<file path="config.mk">
export PLATFORM = sky130hd
export DESIGN_NAME = imem_loader
export DESIGN_NICKNAME = d
export VERILOG_FILES = /design/src/rtl/imem_loader.sv
export SDC_FILE = /design/constraint.sdc
export NUM_CORES = 1
export LEC_CHECK = 0
export CAP_MARGIN = 5
export CORE_MARGIN = 2
export CORE_UTILIZATION = 25
export CTS_BUF_LIST = sky130_fd_sc_hd__clkbuf_8
export DETAILED_ROUTE_END_ITERATION = 10
export HOLD_SLACK_MARGIN = 0.08
export PLACE_DENSITY_LB_ADDON = 0.3
export SLEW_MARGIN = 5
export SYNTH_ARGS = -nofsm -noshare
export SYNTH_HDL_FRONTEND = slang
export SYNTH_SLANG_ARGS = --single-unit
</file>
<file path="constraint.sdc">
create_clock -name clk -period 4.4 [get_ports clk]
set_input_delay 1.1 -clock clk [delete_from_list [all_inputs] [get_ports clk]]
set_output_delay 1.1 -clock clk [all_outputs]
set_load 0.05 [all_outputs]
</file>
<file path="src/rtl/imem_loader.sv">
// Byte-stream loader for the 2048 x 8 instruction memory. It receives a framed image
// (sync, 16-bit length, payload, 8-bit sum) and writes the payload while the core is held in reset.
//
//  state  | meaning
//  -------+------------------------------------------------------------
//  IDLE   | waiting for SYNC_BYTE, other bytes dropped
//  LEN_LO | capture low length byte
//  LEN_HI | capture high length byte, range-check full length
//  DATA   | write payload bytes to consecutive addresses
//  CSUM   | compare received sum against running payload sum
//  DONE   | one-cycle success pulse, core released
//  ERR    | one-cycle failure, sticky error raised, core released
module imem_loader #(
    parameter int          ADDR_W    = 11,
    parameter logic [7:0]  SYNC_BYTE = 8'hA5,
    parameter int          BASE_ADDR = 0
) (
    input  logic              clk,
    input  logic              rst,
    input  logic [7:0]        in_data,
    input  logic              in_valid,
    output logic              in_ready,
    output logic              mem_we,
    output logic [ADDR_W-1:0] mem_waddr,
    output logic [7:0]        mem_wdata,
    output logic              cpu_hold,
    output logic              load_done,
    output logic              load_err
);

    typedef enum logic [2:0] {
        S_IDLE,
        S_LEN_LO,
        S_LEN_HI,
        S_DATA,
        S_CSUM,
        S_DONE,
        S_ERR
    } state_t;

    // Largest payload that fits between BASE_ADDR and the top of memory without wrapping.
    localparam logic [16:0]       LEN_MAX = 17'((1 << ADDR_W) - BASE_ADDR);
    localparam logic [ADDR_W-1:0] BASE    = ADDR_W'(BASE_ADDR);

    state_t      state, state_next;
    logic [15:0] len;
    logic [15:0] cnt;
    logic [7:0]  csum;
    logic        acc;
    logic [15:0] len_full;

    assign in_ready  = (state != S_DONE) && (state != S_ERR);
    assign acc       = in_valid && in_ready;
    assign len_full  = {in_data, len[7:0]};
    assign cpu_hold  = (state == S_LEN_LO) || (state == S_LEN_HI) ||
                       (state == S_DATA)   || (state == S_CSUM);
    assign load_done = (state == S_DONE);

    always_ff @(posedge clk) begin
        if (rst) begin
            state <= S_IDLE;
        end else begin
            state <= state_next;
        end
    end

    always_comb begin
        state_next = state;
        case (state)
            S_IDLE: begin
                if (acc && (in_data == SYNC_BYTE)) state_next = S_LEN_LO;
            end
            S_LEN_LO: begin
                if (acc) state_next = S_LEN_HI;
            end
            S_LEN_HI: begin
                if (acc) begin
                    if ({1'b0, len_full} > LEN_MAX) state_next = S_ERR;
                    else if (len_full == 16'd0)     state_next = S_CSUM;
                    else                            state_next = S_DATA;
                end
            end
            S_DATA: begin
                if (acc && (cnt == len - 16'd1)) state_next = S_CSUM;
            end
            S_CSUM: begin
                if (acc) state_next = (in_data == csum) ? S_DONE : S_ERR;
            end
            S_DONE:  state_next = S_IDLE;
            S_ERR:   state_next = S_IDLE;
            default: state_next = S_IDLE;
        endcase
    end

    always_ff @(posedge clk) begin
        if (rst) begin
            mem_we    <= 1'b0;
            mem_waddr <= '0;
            mem_wdata <= 8'd0;
            load_err  <= 1'b0;
            len       <= 16'd0;
            cnt       <= 16'd0;
            csum      <= 8'd0;
        end else begin
            mem_we <= (state == S_DATA) && acc;
            if (state_next == S_ERR) load_err <= 1'b1;
            case (state)
                S_IDLE: begin
                    if (acc && (in_data == SYNC_BYTE)) begin
                        cnt      <= 16'd0;
                        csum     <= 8'd0;
                        load_err <= 1'b0;
                    end
                end
                S_LEN_LO: begin
                    if (acc) len[7:0] <= in_data;
                end
                S_LEN_HI: begin
                    if (acc) len[15:8] <= in_data;
                end
                S_DATA: begin
                    if (acc) begin
                        mem_waddr <= BASE + cnt[ADDR_W-1:0];
                        mem_wdata <= in_data;
                        cnt       <= cnt + 16'd1;
                        csum      <= csum + in_data;
                    end
                end
                default: ;
            endcase
        end
    end

endmodule

</file>
==> results_dict.tcl, run 1 <==
set metrics [dict create \
    yosys_register_bits 64 \
    gr-total-overflow 0 \
    fmax_ghz 0.304 \
    startpoint "in_data[3]" \
    drive_above_1_share 0.0670 \
    p_switching_mw 0.274 \
    grt_max_degree 50 \
    cts_hold_buf 0 \
    seqCellArea_mm2 0.00128 \
    drv_slew 0 \
    slowest_stage "nor2_1" \
    status "finished, final reports clean" \
    swShare 0.230 \
    hp-start "mem_waddr[3]" \
    skew_ps 12.1 \
    rr_startpoint "len[2]" \
    crit_chain "clkdlybuf4s50_1 -> and4b_1 -> and4_1 -> nor2_1 -> nand4bb_1 -> nor2_1 -> xnor2_1 -> nor2_1" \
    clock_sinks 64 \
    grt_pass1_wl_mm 14.3 \
    slew_headroom 0.388 \
    drc 0 \
    coreArea_mm2 0.0132 \
    rsz0062_at_grt "no" \
    synthesis.area_mm2 0.00339 \
    nets 479 \
    vias_per_cell 4.74 \
    antenna-diode-count 0 \
    arrival_ps 3510 \
    ys_seq_area_frac 0.378 \
    tritoncts "yes" \
    async_flop_share 0 \
    syn_nets 453 \
    pwr-share-comb 0.040 \
    dp_hpwl_mm 6.24 \
    postSynthAreaPerCell_um2 7.84 \
    required_ps 4620 \
    worst-slew-pin-transition_ps 915 \
    gp_congestion 0.795 \
    crit_top_cell "nor2_1" \
    max_stage_delay_ps 700 \
    cts_setup_buffers 0 \
    grt_use_total 0.125 \
    clock_path_buffers 2 \
    layout_commonest_cell "nand2_1" \
    fin_crit_sh 0.747 \
    cp-start-kind "input pin" \
    powerDensity_mw_per_mm2 290 \
    first_global_vias 2967 \
    ys_warn_count 0 \
    routedWlPerCell_um 13.5 \
    vias 3027 \
    yosysUniqueCellTypes 52 \
    path_delay_family "simple AND/OR/NAND/NOR gates" \
    post_cts_resized 0 \
    initial_core_util 0.256 \
    peakVddDrop_v 0.000158 \
    power_leakage_nw 1.42 \
    cap_violations 0 \
    first_pass_iters 4 \
    p_seq_frac 0.487 \
    cts_htree_levels 3 \
    cts_buffers 9 \
    design_area_mm2 0.00411 \
    drt_iter0_markers 167 \
    area_growth_pct 21.3 \
    cp-end-kind "register" \
    fillCellCount 1466 \
    placementRows 42 \
    fp.dieW_um 120 \
    clk_latency_ps 360 \
    postRouteWirelength_mm 8.63 \
    postSynthCellCount 432 \
    min_path_type "reg -> reg" \
    internal-power_mw 0.915 \
    power.share.clock 0.473 \
    fin_crit_ps 3290 \
    layout_common_cells "90 x nand2_1, 64 x dfxtp_1, 48 x a21oi_1" \
    place_area_mm2 0.00389 \
    io_buffers 34 \
    finalSetupViolCount 0 \
    synth_ff_type "dfxtp_1" \
    dieArea_mm2 0.0145 \
    multiInputGateArea_mm2 0.00195 \
    io_pins 35 \
    path_clk_slew_ps 80 \
    synth-edff-count 0 \
    dieHeight_um 120 \
    hold_violations 0 \
    antenna_found_initial 0 \
    path_buf_inv 1 \
    drtAntennaViolNets 0 \
    critPathMaxFanout 11 \
    cts_root_buf "clkbuf_8" \
    crit_type "in -> reg" \
    final.setup.tns_ps 0 \
]
state kept, by name, summed over array words and instances, names as in the netlist:
name / cells
cnt: 16
mem_wdata: 8
len: 16
state: 3
load_err: 1
csum: 8
mem_waddr: 11
mem_we: 1
stage by stage:
stage | cells | util | worst slack (ps) | hold slack [ps] | power (mW)
after detailed placement | 623 | 0.294 | 726 | 449 | 0.640
after CTS | 639 | 0.310 | 1100 | 461 | 1.21
after floorplan | 432 | - | 1670 | 450 | 0.615
after global placement | 623 | 0.294 | 792 | 449 | 0.639
after global routing | 639 | 0.310 | 896 | 480 | 1.23
final | 639 | 0.310 | 1110 | 458 | 1.19
per-layer routing:
| metal | wire, um | GRT usage | share of wire |
|---|---|---|---|
| met1 | 3970 | 0.148 | 0.46 |
| met2 | 4080 | 0.215 | 0.47 |
| met3 | 320 | 0.0189 | 0.037 |
| met4 | 264 | 0.0719 | 0.031 |
| met5 | 0 | 0 | 0 |
power by group through the flow:
| stage | Combinational (mW) | Sequential, mW | Clock, mW |
|---|---|---|---|
| floorplan | 0.0224 | 0.592 | 0 |
| global placement | 0.0463 | 0.593 | 0 |
| detailed placement | 0.0474 | 0.593 | 0 |
| CTS | 0.0475 | 0.579 | 0.579 |
| global route | 0.0517 | 0.579 | 0.603 |
| finish | 0.0472 | 0.579 | 0.563 |
synth_stat cells, drive strengths merged, types with 3 or more instances:
master  number  share of area
nor4         6          0.016
a22oi        8          0.018
o21bai       3         0.0067
nand2       91           0.10
nor2        41          0.045
nand4        4         0.0074
a21oi       48          0.071
nand3b       3         0.0067
nor3        12          0.018
nor2b        4         0.0074
xor2        17          0.044
inv         11          0.012
dfxtp       64           0.38
and3         7          0.013
a31oi        5         0.0092
xnor2       24          0.062
clkbuf      24          0.027
ha           9          0.033
nand3       11          0.018
o21ai        5         0.0074
final cells by class:
| cell class | instances | area share |
|---|---|---|
| timing repair buffer | 41 | 0.0956 |
| clock inverter | 7 | 0.0235 |
| inverter | 11 | 0.0101 |
| clock buffer | 9 | 0.0302 |
| multi-input combinational | 331 | 0.475 |
| sequential | 64 | 0.312 |
| tap | 176 | 0.0536 |
path summary, 6_finish.rpt:
path / end / slack [ps] / depth (start not counted)
hold reg to reg: mem_waddr[3] / 460 / 2
hold / removal: mem_waddr[3] / 460 / 2
setup / recovery: cnt[8] / 1110 / 8
setup reg to reg: state[0] / 1880 / 6
kinds of logic after synthesis:
family | after synthesis | share of synthesized area
AO/OA/AOI/OAI | 86 | 0.161
XOR/XNOR | 41 | 0.106
adder cells (fa/ha/maj) | 10 | 0.0392
buffers and inverters | 37 | 0.0451
flip-flops | 64 | 0.378
multiplexers | 1 | 0.00296
AND/OR/NAND/NOR | 193 | 0.267
worst register-to-register path: stages, from the launching register on:
cell and delay (ps):
dfxtp_1 390, nor4_4 620, nand2_2 140, or4_4 550
a2111oi_4 380, a31o_2 230, a31oi_1 60
(Power assumes the default switching activity.)
==> run 2, diff against run 1 <==
Clock period 4.4 ns to 2.7 ns, I/O delays scaled along.
==> run 2 against run 1 <==
  * Register-to-register slack got worse by 1600 ps
  * Non-clock buffer count up 26
  * Final cell count increased by 4.1%
  * Sequential share of layout area is 1.1 points lower
  * Clock power up 27%
  * Worst hold slack improved by 2.4 ps
  * Via count up 2.6%
  * Critical endpoint is now cpu_hold
  * Largest power group unchanged
==> results_dict.tcl, run 2 (synthesis gave the netlist of run 1 again) <==
set metrics [dict create \
    status "finished, final reports clean" \
    final_cells 665 \
    dp_slack_ps -248 \
    finalSetupViolCount 0 \
    power_leakage_nw 1.55 \
    io_buffers 34 \
    gp_congestion 0.842 \
    io_pins 35 \
    skew_ps 12.7 \
    tritoncts "yes" \
    grt_max_degree 34 \
    design_area_mm2 0.00426 \
    area_growth_pct 25.8 \
    fin_crit_sh 0.964 \
    path_clk_slew_ps 70 \
    fp.dieW_um 120 \
    antenna_found_initial 0 \
    drt_iter0_markers 149 \
    critPathMaxFanout 8 \
    cp-start-kind "register" \
    layout_commonest_cell "nand2_1" \
    slew_headroom 0.656 \
    cp-end-kind "output port" \
    drc 0 \
    initial_core_util 0.256 \
    layout_common_cells "90 x nand2_1, 64 x dfxtp_1, 48 x a21oi_1" \
    first_pass_iters 4 \
    cts_setup_buffers 0 \
    first_global_vias 3056 \
    nets 505 \
    dieHeight_um 120 \
    hold_violations 0 \
    clock_sinks 64 \
    gr-total-overflow 0 \
    rsz0062_at_grt "no" \
    drv_slew 0 \
    p_total_mw 1.76 \
    fillCellCount 1454 \
    postRouteWirelength_mm 8.80 \
    cts_buffers 9 \
    placementRows 42 \
    worst-slew-pin-transition_ps 514 \
    fmax_ghz 0.384 \
    reg_top3 "cnt (16), len (16), mem_waddr (11)" \
    layout_setup_ws_ps 98.3 \
    required_ps 2030 \
    arrival_ps 1930 \
    dp_hpwl_mm 6.52 \
    routedWlPerCell_um 13.2 \
    grt_use_total 0.130 \
    coreArea_mm2 0.0132 \
    min_path_type "reg -> reg" \
    vias_per_cell 4.67 \
    grt_pass1_wl_mm 15.0 \
    drtAntennaViolNets 0 \
    vias 3107 \
    clk_latency_ps 350 \
    drive_above_1_share 0.112 \
    multiInputGateArea_mm2 0.00196 \
    dp.cells 649 \
    place_area_mm2 0.00408 \
    cts_htree_levels 3 \
    antenna-diode-count 0 \
    dieArea_mm2 0.0145 \
    cap_violations 0 \
    peakVddDrop_v 0.000210 \
    crit_type "reg -> out" \
    cts_root_buf "clkbuf_8" \
    fin_crit_ps 2600 \
    clock_path_buffers 2 \
    seqCellArea_mm2 0.00128 \
    powerDensity_mw_per_mm2 412 \
]
## run 2: cell types whose count changed in the layout (fill, tap and decap cells not counted)
cell / change
clkinvlp_4: -2
dlymetal6s2s_1: +1
buf_4: +26
inv_1: +3
clkdlybuf4s50_1: -1
nor4b_1: -1
nor4b_2: +1
bufinv_16: -2
clkinv_4: -1
clkbuf_8: +1
clkinv_2: +1
## run 2: repair_timing
item                       4_1_cts  5_1_grt
hold buffers                     0        0
resized for setup                0        2
setup endpoints to repair        0       10
## run 2: cell type report
class / instances / area share
tap: 176 / 0.0517
clock inverter: 6 / 0.00676
sequential: 64 / 0.301
multi-input combinational: 331 / 0.460
inverter: 11 / 0.00970
clock buffer: 10 / 0.0323
timing repair buffer: 67 / 0.139
## run 2: worst paths after layout
| path | slack, ps | startpoint | end | cells past startpoint |
|---|---|---|---|---|
| max | 100 | state[2] | cpu_hold | 4 |
| min | 460 | mem_waddr[1] | mem_waddr[1] | 2 |
| max reg2reg | 300 | len[9] | state[0] | 7 |
| min reg2reg | 460 | mem_waddr[1] | mem_waddr[1] | 2 |
## run 2: per-layer routing
| layer | GRT usage | wire length (um) |
|---|---|---|
| met5 | 0 | 0 |
| met4 | 0.0567 | 206 |
| met3 | 0.0311 | 321 |
| met2 | 0.213 | 4100 |
| met1 | 0.161 | 4170 |
## run 2: through the flow
stage           util  setup TNS, ps  hold WS (ps)
2_1_floorplan      -              0           450
3_3_place_gp   0.308           -976           447
3_5_place_dp   0.308          -1530           450
4_1_cts        0.321              0           464
5_1_grt        0.322              0           481
6_report       0.322              0           460
## run 2: worst max-delay path, cell delays in order, from the launching register on
cell and delay (ps):
dfxtp_1 480, inv_1 140, nor2_1 190, nor2_1 70
clkdlybuf4s50_1 700
## run 2: report_power, final
group	internal [mW]	switching, mW	leakage [nW]
logic	0.0429	0.0530	0.935
registers	0.944	0.000295	0.515
clock network	0.345	0.370	0.0958
total	1.33	0.424	1.55
